**src/rtl/load_store_fsm_p.sv**
```systemverilog
// ---------------------------------------------------------------------------
// load_store_fsm_p
//
// Purpose:
//   Moore controller that sequences LOAD and STORE micro-operations between
//   the register file, MAR/MDR and memory. It waits in MEM for the
//   memory-function-complete (MFC) handshake.
//
// Optional feature (macro LSFSM_MFC_TIMEOUT_EN):
//   When the macro is defined, the wait in MEM is bounded to MFC_TIMEOUT
//   cycles. On expiry the FSM goes to ERR for one cycle and pulses
//   timeout_err. When the macro is undefined, MEM waits indefinitely. In that
//   build no counter or ERR logic exists, and timeout_err is tied to 0.
//
// Ports:
//   clk, reset                 rising-edge clock, synchronous active-high reset
//   start, opCode              decoder request and opcode (sampled in IDLE only)
//   para1                      register index (LOAD destination / STORE source)
//   para2                      memory address, zero-extended onto address
//   MFC                        memory-function-complete (sampled in MEM only)
//   address                    latched para2 while busy, 0 in IDLE
//   marIn, MemEN, marOut, RW   MAR / memory control
//   readFromMem, outToBus,
//   readFromBus, outToMem      MDR control
//   regIn, regOut              one-hot register write / read select
//   incr, fetch                PC increment and next-fetch request (DONE)
//   busy                       high in every state except IDLE
//   timeout_err                one-cycle pulse when the MFC wait times out
// ---------------------------------------------------------------------------
module load_store_fsm_p #(
   parameter int          ADDR_W      = 16,
   parameter int          PARA_W      = 6,
   parameter int          NUM_REGS    = 6,
   parameter logic [3:0]  OP_LOAD     = 4'b1011,
   parameter logic [3:0]  OP_STORE    = 4'b1100,
   parameter int          MFC_TIMEOUT = 15
) (
   input  logic                clk,
   input  logic                reset,
   input  logic                start,
   input  logic [3:0]          opCode,
   input  logic [PARA_W-1:0]   para1,
   input  logic [PARA_W-1:0]   para2,
   input  logic                MFC,
   output logic [ADDR_W-1:0]   address,
   output logic                marIn,
   output logic                MemEN,
   output logic                marOut,
   output logic                RW,
   output logic                readFromMem,
   output logic                outToBus,
   output logic                readFromBus,
   output logic                outToMem,
   output logic [NUM_REGS-1:0] regIn,
   output logic [NUM_REGS-1:0] regOut,
   output logic                incr,
   output logic                fetch,
   output logic                busy,
   output logic                timeout_err
);

   typedef enum logic [2:0] {
      S_IDLE  = 3'd0,
      S_MAR   = 3'd1,
      S_BUS   = 3'd2,
      S_MEM   = 3'd3,
      S_RDMEM = 3'd4,
      S_DONE  = 3'd5,
      S_ERR   = 3'd6
   } state_t;

   state_t              state_q, state_d;
   logic [3:0]          op_q, op_d;
   logic [PARA_W-1:0]   para1_q, para1_d;
   logic [PARA_W-1:0]   para2_q, para2_d;
   logic                is_load;
   logic [NUM_REGS-1:0] reg_sel;

`ifdef LSFSM_MFC_TIMEOUT_EN
   // The counter holds the 0-based index of the current MEM cycle. It only
   // needs to reach MFC_TIMEOUT-1.
   localparam int CNT_W = (MFC_TIMEOUT > 1) ? $clog2(MFC_TIMEOUT) : 1;
   localparam logic [CNT_W-1:0] CNT_LAST = CNT_W'(MFC_TIMEOUT - 1);

   logic [CNT_W-1:0] cnt_q, cnt_d;
`endif

   // Only LOAD or STORE is ever latched, so "not LOAD" means STORE.
   assign is_load = (op_q == OP_LOAD);

   // One-hot decode of the latched register index. An out-of-range index
   // matches no bit and gives an all-zero select.
   genvar gi;
   generate
      for (gi = 0; gi < NUM_REGS; gi++) begin : g_onehot
         assign reg_sel[gi] = (para1_q == PARA_W'(gi));
      end
   endgenerate

   // ------------------------------------------------------------------
   // State and operand registers
   // ------------------------------------------------------------------
   always_ff @(posedge clk) begin
      if (reset) begin
         state_q <= S_IDLE;
         op_q    <= '0;
         para1_q <= '0;
         para2_q <= '0;
`ifdef LSFSM_MFC_TIMEOUT_EN
         cnt_q   <= '0;
`endif
      end else begin
         state_q <= state_d;
         op_q    <= op_d;
         para1_q <= para1_d;
         para2_q <= para2_d;
`ifdef LSFSM_MFC_TIMEOUT_EN
         cnt_q   <= cnt_d;
`endif
      end
   end

   // ------------------------------------------------------------------
   // Next-state and operand-capture logic
   // ------------------------------------------------------------------
   always_comb begin
      state_d = state_q;
      op_d    = op_q;
      para1_d = para1_q;
      para2_d = para2_q;
`ifdef LSFSM_MFC_TIMEOUT_EN
      cnt_d   = cnt_q;
`endif
      case (state_q)
         S_IDLE: begin
            // Unknown opcodes are dropped. The FSM stays idle.
            if (start && (opCode == OP_LOAD || opCode == OP_STORE)) begin
               op_d    = opCode;
               para1_d = para1;
               para2_d = para2;
               state_d = S_MAR;
            end
         end
         S_MAR: begin
            state_d = is_load ? S_MEM : S_BUS;
`ifdef LSFSM_MFC_TIMEOUT_EN
            cnt_d   = '0;
`endif
         end
         S_BUS: begin
            state_d = S_MEM;
`ifdef LSFSM_MFC_TIMEOUT_EN
            cnt_d   = '0;
`endif
         end
         S_MEM: begin
            // MFC is checked first, so it wins over a timeout that expires
            // in the same cycle.
            if (MFC) begin
               state_d = is_load ? S_RDMEM : S_DONE;
            end
`ifdef LSFSM_MFC_TIMEOUT_EN
            else if (cnt_q == CNT_LAST) begin
               state_d = S_ERR;
            end else begin
               cnt_d = cnt_q + CNT_W'(1);
            end
`endif
         end
         S_RDMEM: state_d = S_DONE;
         S_DONE:  state_d = S_IDLE;
`ifdef LSFSM_MFC_TIMEOUT_EN
         S_ERR:   state_d = S_IDLE;
`endif
         default: state_d = S_IDLE;
      endcase
   end

   // ------------------------------------------------------------------
   // Moore output decode: depends on state and latched operands only
   // ------------------------------------------------------------------
   always_comb begin
      address     = '0;
      marIn       = 1'b0;
      MemEN       = 1'b0;
      marOut      = 1'b0;
      RW          = 1'b0;
      readFromMem = 1'b0;
      outToBus    = 1'b0;
      readFromBus = 1'b0;
      outToMem    = 1'b0;
      regIn       = '0;
      regOut      = '0;
      incr        = 1'b0;
      fetch       = 1'b0;
      busy        = (state_q != S_IDLE);
      timeout_err = 1'b0;

      if (state_q != S_IDLE) begin
         address = ADDR_W'(para2_q);
      end

      case (state_q)
         S_MAR: marIn = 1'b1;
         S_BUS: begin
            regOut      = reg_sel;
            readFromBus = 1'b1;
         end
         S_MEM: begin
            MemEN    = 1'b1;
            marOut   = 1'b1;
            RW       = is_load;
            outToMem = ~is_load;
         end
         S_RDMEM: begin
            readFromMem = 1'b1;
            outToBus    = 1'b1;
            regIn       = reg_sel;
         end
         S_DONE: begin
            fetch = 1'b1;
            incr  = 1'b1;
         end
`ifdef LSFSM_MFC_TIMEOUT_EN
         S_ERR: timeout_err = 1'b1;
`endif
         default: ;
      endcase
   end

endmodule

```
**config.mk**
```make
export PLATFORM = sky130hd
export DESIGN_NAME = load_store_fsm_p
export DESIGN_NICKNAME = d
export VERILOG_FILES = /design/src/rtl/load_store_fsm_p.sv
export SDC_FILE = /design/constraint.sdc
export NUM_CORES = 1
export LEC_CHECK = 0
export BUFFER_PORTS_ARGS = -buffer_cell sky130_fd_sc_hd__buf_2
export CAP_MARGIN = 10
export CORE_UTILIZATION = 39
export DETAILED_ROUTE_END_ITERATION = 10
export GPL_ROUTABILITY_DRIVEN = 0
export PLACE_DENSITY = 0.74
export SYNTH_ARGS = -nofsm -noshare
export SYNTH_HDL_FRONTEND = slang
export SYNTH_SLANG_ARGS = --single-unit
```
**constraint.sdc**
```tcl
create_clock -name clk -period 1.4 [get_ports clk]
set_clock_uncertainty 0.05 [all_clocks]
set_input_delay 0.07 -clock clk [delete_from_list [all_inputs] [get_ports clk]]
set_output_delay 0.07 -clock clk [all_outputs]
set_load 0.03 [all_outputs]
```
* After elaboration in Yosys (flattened, before gate mapping)
Cells that the tools add are included.
** Word-level totals
- Bits in registers :: 19
- Bits of input ports :: 20
** Cells by class
- Reductions and logical operators :: 7
- Muxes and demuxes :: 15
- Equality and inequality tests :: 15
- Bitwise logic cells :: 1
** Operator list (number)
- $mux W6 :: 3
- $pmux W3 S5 :: 1
- $eq A4 B4 Y1 const B :: 3
- $eq A6 B2 Y1 const B :: 2
- $eq A6 B3 Y1 const B :: 2
- $mux W1 :: 9
- $eq A3 B2 Y1 const B :: 2
- $eq A3 B3 Y1 const B :: 2
- $eq A6 B1 Y1 const B :: 1
- $logic_not A6 Y1 :: 1
- $mux W3 :: 2
- $ne A2 B2 Y1 const B :: 2
- $reduce_and A2 Y1 :: 2
- $eq A3 B1 Y1 const B :: 1
- $logic_not A3 Y1 :: 1
- $reduce_bool A3 Y1 :: 1
- $logic_and A1 B1 Y1 :: 1
- $logic_or A1 B1 Y1 :: 1
- $not A1 Y1 :: 1

* Longest topological paths before layout
- Word-level depth :: 5
- Depth in mapped cells :: 5
- Depth with buffers taken out :: 5

* Least setup slack after synthesis
Ideal clock, no wire load.
- Path type :: reg-to-output
- Start point :: register para1_q[3]
- End point :: output port regIn[4]
- Cell stages (with the launch flop) :: 4
- Arrival :: 1.606 ns
- Slack :: -0.326 ns
- Data required time :: 1.280 ns
- Path through :: dfxtp_1 -> or4b_4 -> or3_4 -> nor2_1
** Between the ends
- Word-level cells in the longest chain between the ends :: 2
** RTL lines
- start, declared :: RTL line 74 : logic [PARA_W-1:0] para1_q, para1_d;
- start signal, assigned :: RTL line 115 : para1_q <= para1_d;
- $eq A6 B3 Y1 :: RTL line 96 : assign reg_sel[gi] = (para1_q == PARA_W'(gi));
- $mux W6 :: RTL line 203 : case (state_q)
- end, declared :: RTL line 54 : output logic [NUM_REGS-1:0] regIn,
No other way between the ends.

* Final worst setup path
- Start point :: register para1_q[4]
- End point :: output port regIn[4]
Same word-level chain as after synthesis.

==> run_results.csv <==
group,metric,value,unit
outcome,outcome,"complete, but fails checks",
outcome,violations,"setup timing",
timing,finalSetupViolCount,25,
power_and_ir_drop,ir_drop,0.736,mV
synthesis,muxShareOfSynthArea,11.8,%
die,start_util,42.9,%
clock_tree,tritoncts,"built",
drt,highest_layer,"met4",
grt,grt_pass1_vias,1109,
flow_run,drv_cap,0,
clock_tree,cts_buffers,3,
synthesis,synth-edff-count,0,
clock_tree,cts_root_buf,"clkbuf_4",
grt,grt_overflow,0,
placed_design,dp_cells,220,
worst_setup_path,worst_setup_path_start_kind,"register",
placed_design,dp_hpwl,1940,um
die,row_count,18,
worst_setup_path,r2r_setup_slack,-0.06,ns
drt,wl_per_cell,13.7,um
grt,grt_max_degree,26,
placed_design,dp_slack,-0.260,ns
synthesis,yosysTopAreaCell,"dfxtp_1",
synthesis,synth-compound-area-share,6.36,%
worst_setup_path,path_delay_family,"simple AND/OR/NAND/NOR gates",
layout,stdcell_count,252,
timing,clock.fmax,506,MHz
min_path,min_from,"opCode[2]",
die,die_y,55.2,um
drt,detail-route-antenna-nets,0,
synthesis,post_synth_xor_area_fraction,0,%
synthesis,synth_most_common_cell,"nand2_1",
min_path,holdPathEnd,"op_q[2]$_SDFFE_PP0P_",
drt,drtPass1Iterations,4,
synthesis,async_flop_share,0,%
synthesis,synth_top_area_share,34.5,%
power_and_ir_drop,leakage,0.000875,uW
min_path,holdPathStages,3,
worst_setup_path,path_cells,"or4b_4, or3_4, nor2_4, buf_6",
grt,grt_pass1_wl,4940,um
worst_setup_path,crit_fanout,3,
placed_design,port_buffers,48,
timing,post-route-period-util,141,%
worst_setup_path,path_class,"register to output port",
timing,slew_viol_final,0,
layout,drive_above_1_share,50.5,%
synthesis,synth-seq-cells,19,
die,core-area,2570,um2
layout,fill_cells,174,
timing,fin_crit,1.98,ns
worst_setup_path,reg2regPathDepth,5,
worst_setup_path,critPathBufInv,1,
worst_setup_path,cp_data_arrival_time,1.86,ns
layout,fin_util,77.0,%
timing,final-hold-violation-count,0,
timing,setup_tns,-5.37,ns
drt,vias_per_cell,4.94,
die,die_w,55.2,um
synthesis,seq_area_frac_synth,34.5,%
drt,vias,1245,
layout,area_growth,79.5,%
drt,first_iter_violations,9,
synthesis,yosys_most_used_dff,"dfxtp_1",
clock_tree,cts_sinks,19,
synthesis,syn_inst,140,
synthesis,ys_top_cells_by_count,"nand2_1, dfxtp_1, buf_4",
grt,grt_use_total,23.7,%
layout,insertedDiodeCount,0,
drt,met3WireLength,123,um
power_and_ir_drop,power.density,750,nW/um2
synthesis,synth.distinct_cells,33,
worst_setup_path,reg2reg_from,"state_q[1]$_SDFFE_PP0P_",
synthesis,synthTopCellsByArea,"dfxtp_1, mux2i_1, buf_4",
synthesis,synth_top_family_by_area,"simple AND/OR/NAND/NOR gates",
grt,grt_antenna_before_repair,0,
min_path,hold_class,"primary input to register",
worst_setup_path,r2r_end,"para1_q[1]$_SDFFE_PP0P_",
timing,rsz0062_at_grt,"true",
die,die_area,3040,um2
worst_setup_path,slowest_delay,0.54,ns
layout,fin_nets,243,
drt,wl_met1,1280,um
synthesis,synthSimpleGateAreaFrac,32.7,%
die,io_pins,60,
drt,wl_met2,2020,um
synthesis,synth_area,1100,um2
worst_setup_path,cp_data_required_time,1.28,ns
clock_tree,clk_pin_slew,0.10,ns
drt,finalWirelength,3460,um
synthesis,synth_warnings,0,
synthesis,synth_fa_ha_area_share,0,%
drt,route.detailed.drc,0,
synthesis,syn_area_per_cell,7.87,um2
timing,setup_ws,-0.577,ns
timing,timing.hold.ws,0.0434,ns
worst_setup_path,end_kind,"output port",
clock_tree,clockBufferDepth,2,
clock_tree,h-tree-depth,1,
clock_tree,clock_latency,0.30,ns
worst_setup_path,cp_slowest_cell,"or4b_4",
## layer usage
layer / vias to the layer above / global-route usage, %
met5: - / 0
met4: 0 / 8.33
met3: 5 / 3.83
met2: 46 / 47.0
met1: 588 / 24.5
li1: 606 / -
## power breakdown
| part | internal, uW | switching (uW) |
|---|---|---|
| clock | 111 | 169 |
| sequential | 569 | 29.9 |
| combinational | 286 | 319 |
| total | 966 | 517 |
## stage by stage
step,power (uW),cell area (um2)
final,1480,1980
after global routing,1550,1980
after CTS,1350,1790
after detailed placement,973,1420
after global placement,964,1420
after floorplan,875,1190
## final cells by class
class / instances / area, um2 / share of cell area [%]
sequential: 19 / 394 / 19.9
timing repair buffer: 87 / 717 / 36.2
tap: 30 / 37.5 / 1.90
multi-input combinational: 105 / 769 / 38.9
clock buffer: 4 / 26.3 / 1.33
inverter: 7 / 33.8 / 1.71
## cell families (layout without fill, tap and decap cells)
| group | count (synthesis) | in the layout |
|---|---|---|
| AO/OA/AOI/OAI | 10 | 10 |
| other | 1 | 11 |
| buffers and inverters | 26 | 98 |
| AND/OR/NAND/NOR | 71 | 71 |
| multiplexers | 13 | 13 |
| flip-flops | 19 | 19 |
## timing repair
item                                    4_1_cts  5_1_grt
endpoints found under the setup margin       25       34
hold buffers                                 14        0
endpoints found under the hold margin        15        0
pin swaps                                     7       15
setup buffers                                 6        8
gates cloned                                  0        1
gates resized for setup                      52       37
## tightest hold or removal path: cells and delay by family
family          cells  cell delay [ns]
simple gates        1             0.08
buf+inv             1             0.13
compound gates      1             0.08
## registers in the layout (all words and copies together) (netlist names)
signal,flops
para1_q,6
op_q,4
para2_q,6
state_q,3
## cell usage in the layout, fill, tap and decap left out, types with 3 or more instances in the layout
cell type	instances
buf_2	23
buf_4	26
buf_6	23
clkbuf_4	4
conb_1	11
dfxtp_1	12
dfxtp_2	5
dlygate4sd3_1	14
inv_1	3
mux2i_1	13
nand2_1	27
nand3_1	3
nor2_1	4
nor2_4	9
nor2b_1	7
o21a_1	3
## worst max path at each step
stage,start,to,slack [ns],depth (start not counted)
6_report,para1_q[4]$_SDFFE_PP0P_,regIn[4],-0.58,4
5_1_grt,para1_q[4]$_SDFFE_PP0P_,regOut[4],-0.62,4
4_1_cts,para1_q[4]$_SDFFE_PP0P_,regOut[0],-0.53,4
3_5_place_dp,para1_q[2]$_SDFFE_PP0P_,regOut[0],-0.26,4
3_3_place_gp,para1_q[2]$_SDFFE_PP0P_,regOut[0],-0.24,4
2_1_floorplan,para1_q[2]$_SDFFE_PP0P_,regOut[2],-0.18,3
(Power assumes the default switching activity.)
